## src/rtl/mdu_iter.sv

```systemverilog
// ----------------------------------------------------------------------------
// mdu_iter -- iterative multiply/divide unit with HI/LO result registers.
//
// A single-cycle-issue multiplier (product formed one cycle after accept) and
// a restoring divider that retires one quotient bit per cycle. Results land in
// the architectural HI/LO pair; MTHI/MTLO write HI/LO directly.
//
// Ports
//   clk        : clock
//   reset      : synchronous, active-high reset
//   req_valid  : request present
//   req_ready  : request accepted this cycle when high together with req_valid
//   req_op     : 000 MULT, 001 MULTU, 010 DIV, 011 DIVU, 100 MTHI, 101 MTLO,
//                110/111 NOP
//   req_src1   : rs (dividend / multiplicand / MTHI-MTLO data)
//   req_src2   : rt (divisor / multiplier)
//   cancel     : flush; kills an in-flight MUL/DIV, blocks acceptance in IDLE
//   wr_block   : suppresses any HI/LO write on the edge it is high
//   busy       : an operation is in flight (state != IDLE)
//   done       : one-cycle completion pulse (state == DONE)
//   hi_rdata   : current HI register
//   lo_rdata   : current LO register
// ----------------------------------------------------------------------------
module mdu_iter #(
    parameter int WIDTH = 32
) (
    input  logic             clk,
    input  logic             reset,
    input  logic             req_valid,
    output logic             req_ready,
    input  logic [2:0]       req_op,
    input  logic [WIDTH-1:0] req_src1,
    input  logic [WIDTH-1:0] req_src2,
    input  logic             cancel,
    input  logic             wr_block,
    output logic             busy,
    output logic             done,
    output logic [WIDTH-1:0] hi_rdata,
    output logic [WIDTH-1:0] lo_rdata
);

    localparam int CW = $clog2(WIDTH + 1);

    localparam logic [2:0] OP_MULT  = 3'b000;
    localparam logic [2:0] OP_MULTU = 3'b001;
    localparam logic [2:0] OP_DIV   = 3'b010;
    localparam logic [2:0] OP_DIVU  = 3'b011;
    localparam logic [2:0] OP_MTHI  = 3'b100;
    localparam logic [2:0] OP_MTLO  = 3'b101;

    typedef enum logic [1:0] {
        S_IDLE = 2'd0,
        S_MUL  = 2'd1,
        S_DIV  = 2'd2,
        S_DONE = 2'd3
    } state_t;

    state_t           state_q, state_d;
    logic [2:0]       op_q, op_d;
    logic [WIDTH-1:0] a_q, a_d;      // multiplicand, or dividend/quotient shift register
    logic [WIDTH-1:0] b_q, b_d;      // multiplier, or divisor magnitude
    logic [WIDTH-1:0] rem_q, rem_d;  // partial remainder
    logic [CW-1:0]    cnt_q, cnt_d;  // quotient bits still to produce
    logic             qneg_q, qneg_d; // negate quotient at the end
    logic             rneg_q, rneg_d; // negate remainder at the end
    logic [WIDTH-1:0] hi_q, hi_d;
    logic [WIDTH-1:0] lo_q, lo_d;

    // ------------------------------------------------------------------------
    // Datapath helpers
    // ------------------------------------------------------------------------
    logic             accept;
    logic             src1_neg, src2_neg;
    logic [WIDTH-1:0] src1_abs, src2_abs;
    logic             mul_signed;
    logic [2*WIDTH-1:0] a_ext, b_ext, product;
    logic [WIDTH:0]   shifted, diff;
    logic             ge;
    logic [WIDTH-1:0] quo_nxt, rem_nxt, quo_fix, rem_fix;

    always_comb begin
        // Magnitudes for signed divide; -MIN wraps to MIN, which is still the
        // correct unsigned magnitude 2^(WIDTH-1).
        src1_neg = (req_op == OP_DIV) && req_src1[WIDTH-1];
        src2_neg = (req_op == OP_DIV) && req_src2[WIDTH-1];
        src1_abs = src1_neg ? -req_src1 : req_src1;
        src2_abs = src2_neg ? -req_src2 : req_src2;

        // One 2W x 2W multiplier serves both MULT and MULTU: sign- or
        // zero-extend and keep the low 2W bits of the product.
        mul_signed = (op_q == OP_MULT);
        a_ext   = {{WIDTH{mul_signed & a_q[WIDTH-1]}}, a_q};
        b_ext   = {{WIDTH{mul_signed & b_q[WIDTH-1]}}, b_q};
        product = a_ext * b_ext;

        // Restoring step: since rem < divisor, shifted < 2*divisor, so the
        // top bit of the W+1-bit difference is exactly the borrow.
        shifted = {rem_q, a_q[WIDTH-1]};
        diff    = shifted - {1'b0, b_q};
        ge      = ~diff[WIDTH];
        rem_nxt = ge ? diff[WIDTH-1:0] : shifted[WIDTH-1:0];
        quo_nxt = {a_q[WIDTH-2:0], ge};
        quo_fix = qneg_q ? -quo_nxt : quo_nxt;
        rem_fix = rneg_q ? -rem_nxt : rem_nxt;
    end

    // ------------------------------------------------------------------------
    // Next-state / output logic
    // ------------------------------------------------------------------------
    always_comb begin
        // NOTE: every signal driven here gets a default first, so no path
        // leaves one unassigned and no latch is inferred.
        state_d   = state_q;
        op_d      = op_q;
        a_d       = a_q;
        b_d       = b_q;
        rem_d     = rem_q;
        cnt_d     = cnt_q;
        qneg_d    = qneg_q;
        rneg_d    = rneg_q;
        hi_d      = hi_q;
        lo_d      = lo_q;
        req_ready = (state_q == S_IDLE) && !cancel;
        busy      = (state_q != S_IDLE);
        done      = (state_q == S_DONE);
        accept    = req_valid && req_ready;

        unique case (state_q)
            S_IDLE: begin
                if (accept) begin
                    op_d = req_op;
                    unique case (req_op)
                        OP_MULT, OP_MULTU: begin
                            a_d     = req_src1;
                            b_d     = req_src2;
                            state_d = S_MUL;
                        end
                        OP_DIV, OP_DIVU: begin
                            a_d     = src1_abs;
                            b_d     = src2_abs;
                            rem_d   = '0;
                            cnt_d   = CW'(WIDTH);
                            qneg_d  = src1_neg ^ src2_neg;
                            rneg_d  = src1_neg;
                            state_d = S_DIV;
                        end
                        OP_MTHI: begin
                            if (!wr_block) hi_d = req_src1;
                            state_d = S_DONE;
                        end
                        OP_MTLO: begin
                            if (!wr_block) lo_d = req_src1;
                            state_d = S_DONE;
                        end
                        default: state_d = S_DONE;  // NOP
                    endcase
                end
            end

            S_MUL: begin
                if (cancel) begin
                    state_d = S_IDLE;
                end else begin
                    if (!wr_block) {hi_d, lo_d} = product;
                    state_d = S_DONE;
                end
            end

            S_DIV: begin
                if (cancel) begin
                    state_d = S_IDLE;
                end else begin
                    a_d   = quo_nxt;
                    rem_d = rem_nxt;
                    cnt_d = cnt_q - CW'(1);
                    if (cnt_q == CW'(1)) begin
                        // Divide-by-zero keeps latency and the done pulse but
                        // leaves HI/LO untouched.
                        if (!wr_block && (b_q != '0)) begin
                            lo_d = quo_fix;
                            hi_d = rem_fix;
                        end
                        state_d = S_DONE;
                    end
                end
            end

            // Result is already committed, so cancel has nothing to kill here.
            S_DONE: state_d = S_IDLE;

            default: state_d = S_IDLE;
        endcase
    end

    // ------------------------------------------------------------------------
    // Registers
    // ------------------------------------------------------------------------
    // NOTE: non-blocking assignments only, so every flop samples the values
    // from before the edge regardless of statement order.
    always_ff @(posedge clk) begin
        if (reset) begin
            state_q <= S_IDLE;
            op_q    <= '0;
            a_q     <= '0;
            b_q     <= '0;
            rem_q   <= '0;
            cnt_q   <= '0;
            qneg_q  <= 1'b0;
            rneg_q  <= 1'b0;
            hi_q    <= '0;
            lo_q    <= '0;
        end else begin
            state_q <= state_d;
            op_q    <= op_d;
            a_q     <= a_d;
            b_q     <= b_d;
            rem_q   <= rem_d;
            cnt_q   <= cnt_d;
            qneg_q  <= qneg_d;
            rneg_q  <= rneg_d;
            hi_q    <= hi_d;
            lo_q    <= lo_d;
        end
    end

    assign hi_rdata = hi_q;
    assign lo_rdata = lo_q;

endmodule

```

## config.mk

```make
export PLATFORM = sky130hd
export DESIGN_NAME = mdu_iter
export DESIGN_NICKNAME = d
export VERILOG_FILES = /design/src/rtl/mdu_iter.sv
export SDC_FILE = /design/constraint.sdc
export NUM_CORES = 2
export LEC_CHECK = 0
export BUFFER_PORTS_ARGS = -buffer_cell sky130_fd_sc_hd__buf_2
export CAP_MARGIN = 40
export CORE_MARGIN = 2
export CORE_UTILIZATION = 58
export DETAILED_ROUTE_END_ITERATION = 8
export GPL_TIMING_DRIVEN = 0
export PLACE_DENSITY = 0.78
export SETUP_SLACK_MARGIN = 0.02
export SLEW_MARGIN = 30
export SYNTH_ARGS = -nofsm -noshare
export SYNTH_HDL_FRONTEND = slang
export SYNTH_SLANG_ARGS = --single-unit
```

## constraint.sdc

```tcl
create_clock -name clk -period 8.2 [get_ports clk]
set_input_delay 0.82 -clock clk [delete_from_list [all_inputs] [get_ports clk]]
set_output_delay 0.82 -clock clk [all_outputs]
set_load 0.005 [all_outputs]
```

* Word level (Yosys, flattened, before mapping)
Index checks and enable logic that the tools add are counted.
** Word-level totals
- Flip-flop bits (word level) :: 173
- Input bits :: 72
- Word-level logic and storage cells :: 108
** Operators by class
- Add/subtract/negate cells :: 6
- Multipliers :: 1
- Equality and inequality tests :: 21
- Mux-type cells :: 41
- Bitwise logic cells :: 4
- Reduce and logical (&&, ||, !) cells :: 25
** Operator list (number)
- 2-to-1 mux 32 bit :: 25
- case mux 32 bit (2 select lines) :: 4
- case mux 32 bit (3 select lines) :: 2
- negation 32 bit :: 4
- multiplier 33 x 33 -> 64 bit :: 1
- subtractor 33 x 32 -> 33 bit :: 1
- nonzero test 32 bit :: 1
- 2-to-1 mux 6 bit :: 3
- AND reduction 9 bit :: 2
- inequality test 2 bit (second input constant) :: 7
- case mux 6 bit (2 select lines) :: 1
- 2-to-1 mux 2 bit :: 4
- case mux 2 bit (4 select lines) :: 1
- AND reduction 4 bit :: 2
- == test 3 x 2 -> 1 bit (second input constant) :: 2
- == test 3 bit (second input constant) :: 2
- == test 6 x 1 -> 1 bit (second input constant) :: 1
- zero test 3 bit :: 2
- inequality test 2 x 1 -> 1 bit (second input constant) :: 3
- AND reduction 3 bit :: 2
- nonzero test 2 bit :: 3
- subtractor 6 x 1 -> 6 bit (second input constant) :: 1
- logical AND 1 bit :: 5
- == test 2 bit (second input constant) :: 2
- other kinds (13) :: 17

* Longest topological paths before layout
- Word-level depth :: 8
- Mapped depth :: 34
- Mapped depth without buffers :: 31

* Worst setup path before layout
No wires, ideal clock.
- Path kind :: flip-flop to flip-flop
- Start :: reg op_q[0]
- End :: reg hi_q[29], in the netlist hi_rdata[29]
- Library setup time :: 134 ps
- Data arrival time :: 8555 ps
- Required time :: 8066 ps
- Slack :: -489 ps
- Cell stages (with the launch flop) :: 32
- Path buffers :: 2
- Path through :: dfxtp_1 nor3_1 clkbuf_1 and2_0 clkbuf_1 nand2_1 inv_1 fa_1 fa_1 fa_1 fa_1 inv_1 fa_1 inv_1 fa_1 inv_1 fa_1 fa_1 inv_1 ha_1 a21o_1 a21o_1 a21o_1 a21oi_1 o21bai_1 a21o_1 a211oi_1 o21ai_0 a221oi_1 xnor2_1 a221oi_1 a211oi_1
** Between the ends
- Word-level cells in the longest chain between the ends :: 6
- Elaborated cells between the ends (all ways) :: 7
** Ends and longest elaborated chain
- start, declared :: RTL line 59 : logic [2:0] op_q, op_d;
- start signal, assigned :: RTL line 214 : op_q <= op_d;
- zero test 3 bit * :: RTL line 91 : mul_signed = (op_q == OP_MULT);
- AND 1 bit, on equally long branches :: RTL line 92, 93
- multiplier 33 x 33 -> 64 bit * :: RTL line 94 : product = a_ext * b_ext;
- 2-to-1 mux 32 bit * :: RTL line 164 : if (!wr_block) {hi_d, lo_d} = product;
- 2-to-1 mux 32 bit * :: RTL line 161 : if (cancel) begin
- case mux 32 bit (3 select lines) * :: RTL line 128 : unique case (state_q)
- end signal, assigned :: RTL line 221 : hi_q <= hi_d;
- end, declared :: RTL line 66 : logic [WIDTH-1:0] hi_q, hi_d;
Mark *: on every way between the ends. The rest lies on a longest branch, timed or not. The select of a mux whose other input is x is not followed.
A chain may end at the register's enable or synchronous reset.

* Worst setup path in the final report
- Start :: reg a_q[31]
- End :: reg hi_q[24], in the netlist hi_rdata[24]
** Between the ends
- Word-level cells in the longest chain between the ends :: 8
- Elaborated cells between the ends (all ways) :: 12
** Ends and longest elaborated chain
- start, declared :: RTL line 60 : logic [WIDTH-1:0] a_q, a_d;
- start signal, assigned :: RTL line 204 : a_q <= '0;
- start signal, assigned :: RTL line 215 : a_q <= a_d;
- subtractor 33 x 32 -> 33 bit :: RTL line 99 : diff = shifted - {1'b0, b_q};
- 2-to-1 mux 32 bit :: RTL line 101 : rem_nxt = ge ? diff[WIDTH-1:0] : shifted[WIDTH-1:0];
- negation 32 bit :: RTL line 104 : rem_fix = rneg_q ? -rem_nxt : rem_nxt;
- 2-to-1 mux 32 bit :: RTL line 104
- 2-to-1 mux 32 bit :: RTL line 179 : if (!wr_block && (b_q != '0)) begin
- 2-to-1 mux 32 bit :: RTL line 176 : if (cnt_q == CW'(1)) begin
- 2-to-1 mux 32 bit :: RTL line 170 : if (cancel) begin
- case mux 32 bit (3 select lines) * :: RTL line 128
Marked as above.

==> key figures <==
Run status
  • Status: finished with violations
  • Failing checks: design-rule violations, negative setup slack

Global route
  • Total track usage: 0.4540
  • Largest net degree at the start of global routing: 25
  • Antenna violations before repair: 16
  • Overflow after GRT: 0
  • First-pass GRT wire length: between 200000 and 300000 um
  • Vias in the first global route: ~46000

Layout
  • Area of the multi-input gates: roughly 42000 sq um
  • Fin nets: 7694
  • Core Util, Final: 0.6574
  • Share of layout cells above drive strength 1: 0.1294
  • # fillers: 7324
  • FF+latch area: 3565 sq um
  • Area growth syn-to-layout: 12.68%

Logic synthesis
  • Compound-Gate Fraction of Synth Area: 0.09523
  • Post-Syn Instances: 5983
  • Post-synthesis sequential area ratio: 0.06864
  • Mux contribution to synthesized area: 0.005406
  • Area share of the largest cell type after synthesis: 0.4468
  • Top_reg_cell synth: dfxtp_1
  • Main combinational cell family by area after synthesis: adder cells
  • Post-synth EDFFs: 0
  • Post-Synth Simple-Gate Area: 0.1651
  • Register bit total from synthesis: 173
  • Average size of a mapped cell: 8.433 sq um
  • Post-Syn Area: 50450 sq um
  • Top area cells in the synthesized netlist: fa_1, inv_1, nand2_1, dfxtp_1, ha_1
  • Synth Area in Adders: 0.5100
  • Post-synth ARST share: 0
  • Warnings from Yosys: 0
  • Syn Nets: 7436
  • Synth area leader: fa_1
  • XOR/XNOR share of the synthesized area: 0.03697
  • Number of distinct library cells after synthesis: between 80 and 90

Power and ir drop
  • Sw frac: 0.5885
  • Logic pwr share: 0.750
  • Sequential share of power: 0.140
  • Leakage power: 0.02526 uW
  • P_sw: just under 5000 uW
  • Internal power: 3378 uW
  • Power Dens Cells: between 100 and 150 nW/um^2
  • Peak supply drop: 228.3 uV
  • Clock power share: 0.110
  • Overall Power: roughly 8200 uW

Timing
  • RSZ-0062 raised after global routing: yes
  • Slew @ Worst Pin: 0.9785 ns
  • Max Fclk: 113.0 MHz
  • Min Tclk post-route: a little under 9 ns
  • Rel. slew slack: 0.3476
  • Fin Clk Skew: approximately 0.014 ns
  • Fin. max-slew vios: 0
  • Count of final setup violators: 21
  • Setup TNS: -8.320 ns
  • Worst setup margin: -0.6510 ns
  • Fin. Hold Viols: 0
  • Final period util: 1.079

Setup path
  • Setup CP Type: reg -> reg
  • Slowest cell on crit path: fa_1
  • Critical path origin: a_q[31]$_SDFFE_PP0P_
  • CP arrival: 9.18 ns
  • Reg-to-reg setup timing slack: -0.65 ns
  • Setup crit end kind: register
  • Path depth of the worst reg2reg path: 30
  • CP Launch Type: register
  • CP max stage delay: ~0.76 ns
  • Worst reg2reg startpoint: a_q[31]$_SDFFE_PP0P_
  • WP data required: ~8.5 ns
  • R2R Path End: hi_rdata[24]$_SDFFE_PP0P_
  • Max Fanout on Critical Path: 10
  • Most frequent CP cell: fa_1

Clock tree
  • Worst-Skew Late Latency: 0.47 ns
  • CTS Hold Bufs: 0
  • TritonCTS clock tree: done
  • Clk slew on worst S/H paths: 0.08 ns
  • H-tree depth: 4
  • Root buf cell: clkbuf_16
  • Sink Count: 173
  • CTS Buf Count: 17
  • Max clock buf depth: 2

Route
  • Drt wl/cell: 27.36 um
  • Via density: 6.183
  • DRT Pass-1 Iters: 9
  • Final WL: between 200000 and 250000 um
  • Drt drc: 1
  • Violation count after the first detailed-route iteration: 5649
  • Via count: 45863
  • ANT nets after route: 0

Placement
  • Routability cong.: about 1.1
  • Placement Setup Slack: -2.253 ns
  • # port buffers: ~140
  • Post-DP HPWL: 166700 um

Hold path
  • Worst Hold Depth: 2
  • Min-delay worst type: reg -> reg
  • Hold Path End: lo_rdata[23]$_SDFFE_PP0P_
  • Worst Hold Launch: lo_rdata[23]$_SDFFE_PP0P_

Die
  • Core area: 86480 sq um
  • Die X-Extent: 298.9 um
  • Starting Density: 0.5834
  • DIE AREA: roughly 90000 sq um
  • Cell Rows: 108
  • # IOs: between 100 and 150
  • Die Y: 298.9 um

Job
  • MaxCap Viol Count: 0
## cells in the final DEF, fill, tap and decap left out, types with 44 or more instances in the layout
cell type / synthesis / routed
inv_1: 1215 / 1176
fa_1: 1126 / 1101
nand2_1: 1027 / 1018
nor2_1: 301 / 297
and2_1: 248 / 244
ha_1: 255 / 223
a21oi_1: 236 / 214
buf_2: 3 / 154
dfxtp_1: 173 / 136
clkbuf_1: 309 / 134
xnor2_1: 142 / 129
o21ai_0: 130 / 116
buf_4: 0 / 109
xor2_1: 71 / 61
clkbuf_2: 1 / 58
buf_6: 0 / 56
a21o_1: 49 / 49
clkbuf_4: 0 / 44
nor3_1: 51 / 44
## layout make-up
cell class                      count  share of cell area
Multi-Input combinational cell   4216              0.7457
Clock inverter                     15            0.003477
Antenna cell                        8           0.0003521
Buffer                            337             0.03750
Timing Repair Buffer              277             0.03618
Tap cell                         1155             0.02542
Sequential cell                   173             0.06270
Clock buffer                       17            0.007483
Inverter                         1219             0.08119
## worst max path at each step
stage	endpoint	depth (start not counted)
final	hi_rdata[24]$_SDFFE_PP0P_	30
after global routing	hi_rdata[31]$_SDFFE_PP0P_	28
after CTS	hi_rdata[29]$_SDFFE_PP0P_	32
after detailed placement	hi_rdata[28]$_SDFFE_PP0P_	29
after global placement	hi_rdata[28]$_SDFFE_PP0P_	26
after floorplan	hi_rdata[29]$_SDFFE_PP0P_	31
## synthesized netlist by cell type (36+ instances only)
cell / number
buf_1: 62
ha_1: 255
xor2_1: 71
inv_1: 1215
and2_1: 248
xnor2_1: 142
dfxtp_1: 173
nor3_1: 51
o21ai_0: 130
a21oi_1: 236
o211ai_1: 36
nor2_1: 301
clkbuf_1: 309
a21o_1: 49
fa_1: 1126
nand2_1: 1027
## state kept, by name (all words and copies together), names as in the netlist
register and flops:
b_q 32, rem_q 32, cnt_q 6, hi_rdata 32, a_q 32, qneg_q 1
rneg_q 1, state_q 2, lo_rdata 32, op_q 3
## layer usage
metal	track usage	part of all wire	vias to the layer above
li1	-	-	18766
met1	0.5533	0.34	22725
met2	0.6602	0.42	3347
met3	0.1677	0.14	1013
met4	0.3364	0.097	12
met5	0.006878	0.00079	-
## stage by stage
| step | hold WS [ns] | cell area, sq um | cells |
|---|---|---|---|
| final | 0.4532 | 56850 | 7417 |
| after CTS | 0.4551 | 55410 | 7351 |
| after detailed placement | 0.4459 | 53030 | 7309 |
| after global placement | 0.4427 | 52610 | 7274 |
| after global routing | 0.4757 | 56840 | 7412 |
| after floorplan | 0.4473 | 50490 | 5983 |
## power by group through the flow
stage | clock network (uW) | registers [uW] | logic [uW]
after floorplan | 0 | 1100 | 3110
after global placement | 0 | 1110 | 5210
after detailed placement | 0 | 1110 | 5290
after CTS | 890 | 1140 | 5580
after global routing | 932 | 1160 | 6320
final | 902 | 1150 | 6150
## logic make-up (layout without fill, tap and decap cells)
logic type / Yosys count / in the layout
buffers and inverters: 1594 / 1865
other: 0 / 8
DFF: 173 / 173
xor gates and xnor gates: 213 / 213
AOI/OAI and AO/OA: 734 / 734
muxes: 26 / 26
and+or+nand+nor: 1862 / 1862
adders and majority gates: 1381 / 1381
## worst max-delay path: cells and delay by family, from the launching register on
kind,cells,cell delay (ns)
adder cells (fa/ha/maj),9,4.65
flip-flops,1,0.40
AO/OA/AOI/OAI,10,1.88
buffers and inverters,8,1.30
XOR/XNOR,1,0.12
AND/OR/NAND/NOR,2,0.34
## what timing repair did
action | CTS | global route
pin swaps | 100 | 98
setup buffers | 45 | 54
resized for setup | 469 | 380
gates cloned | 1 | 1
endpoints found under the setup margin | 46 | 38
Note: power is estimated with default switching activity, not from simulation.
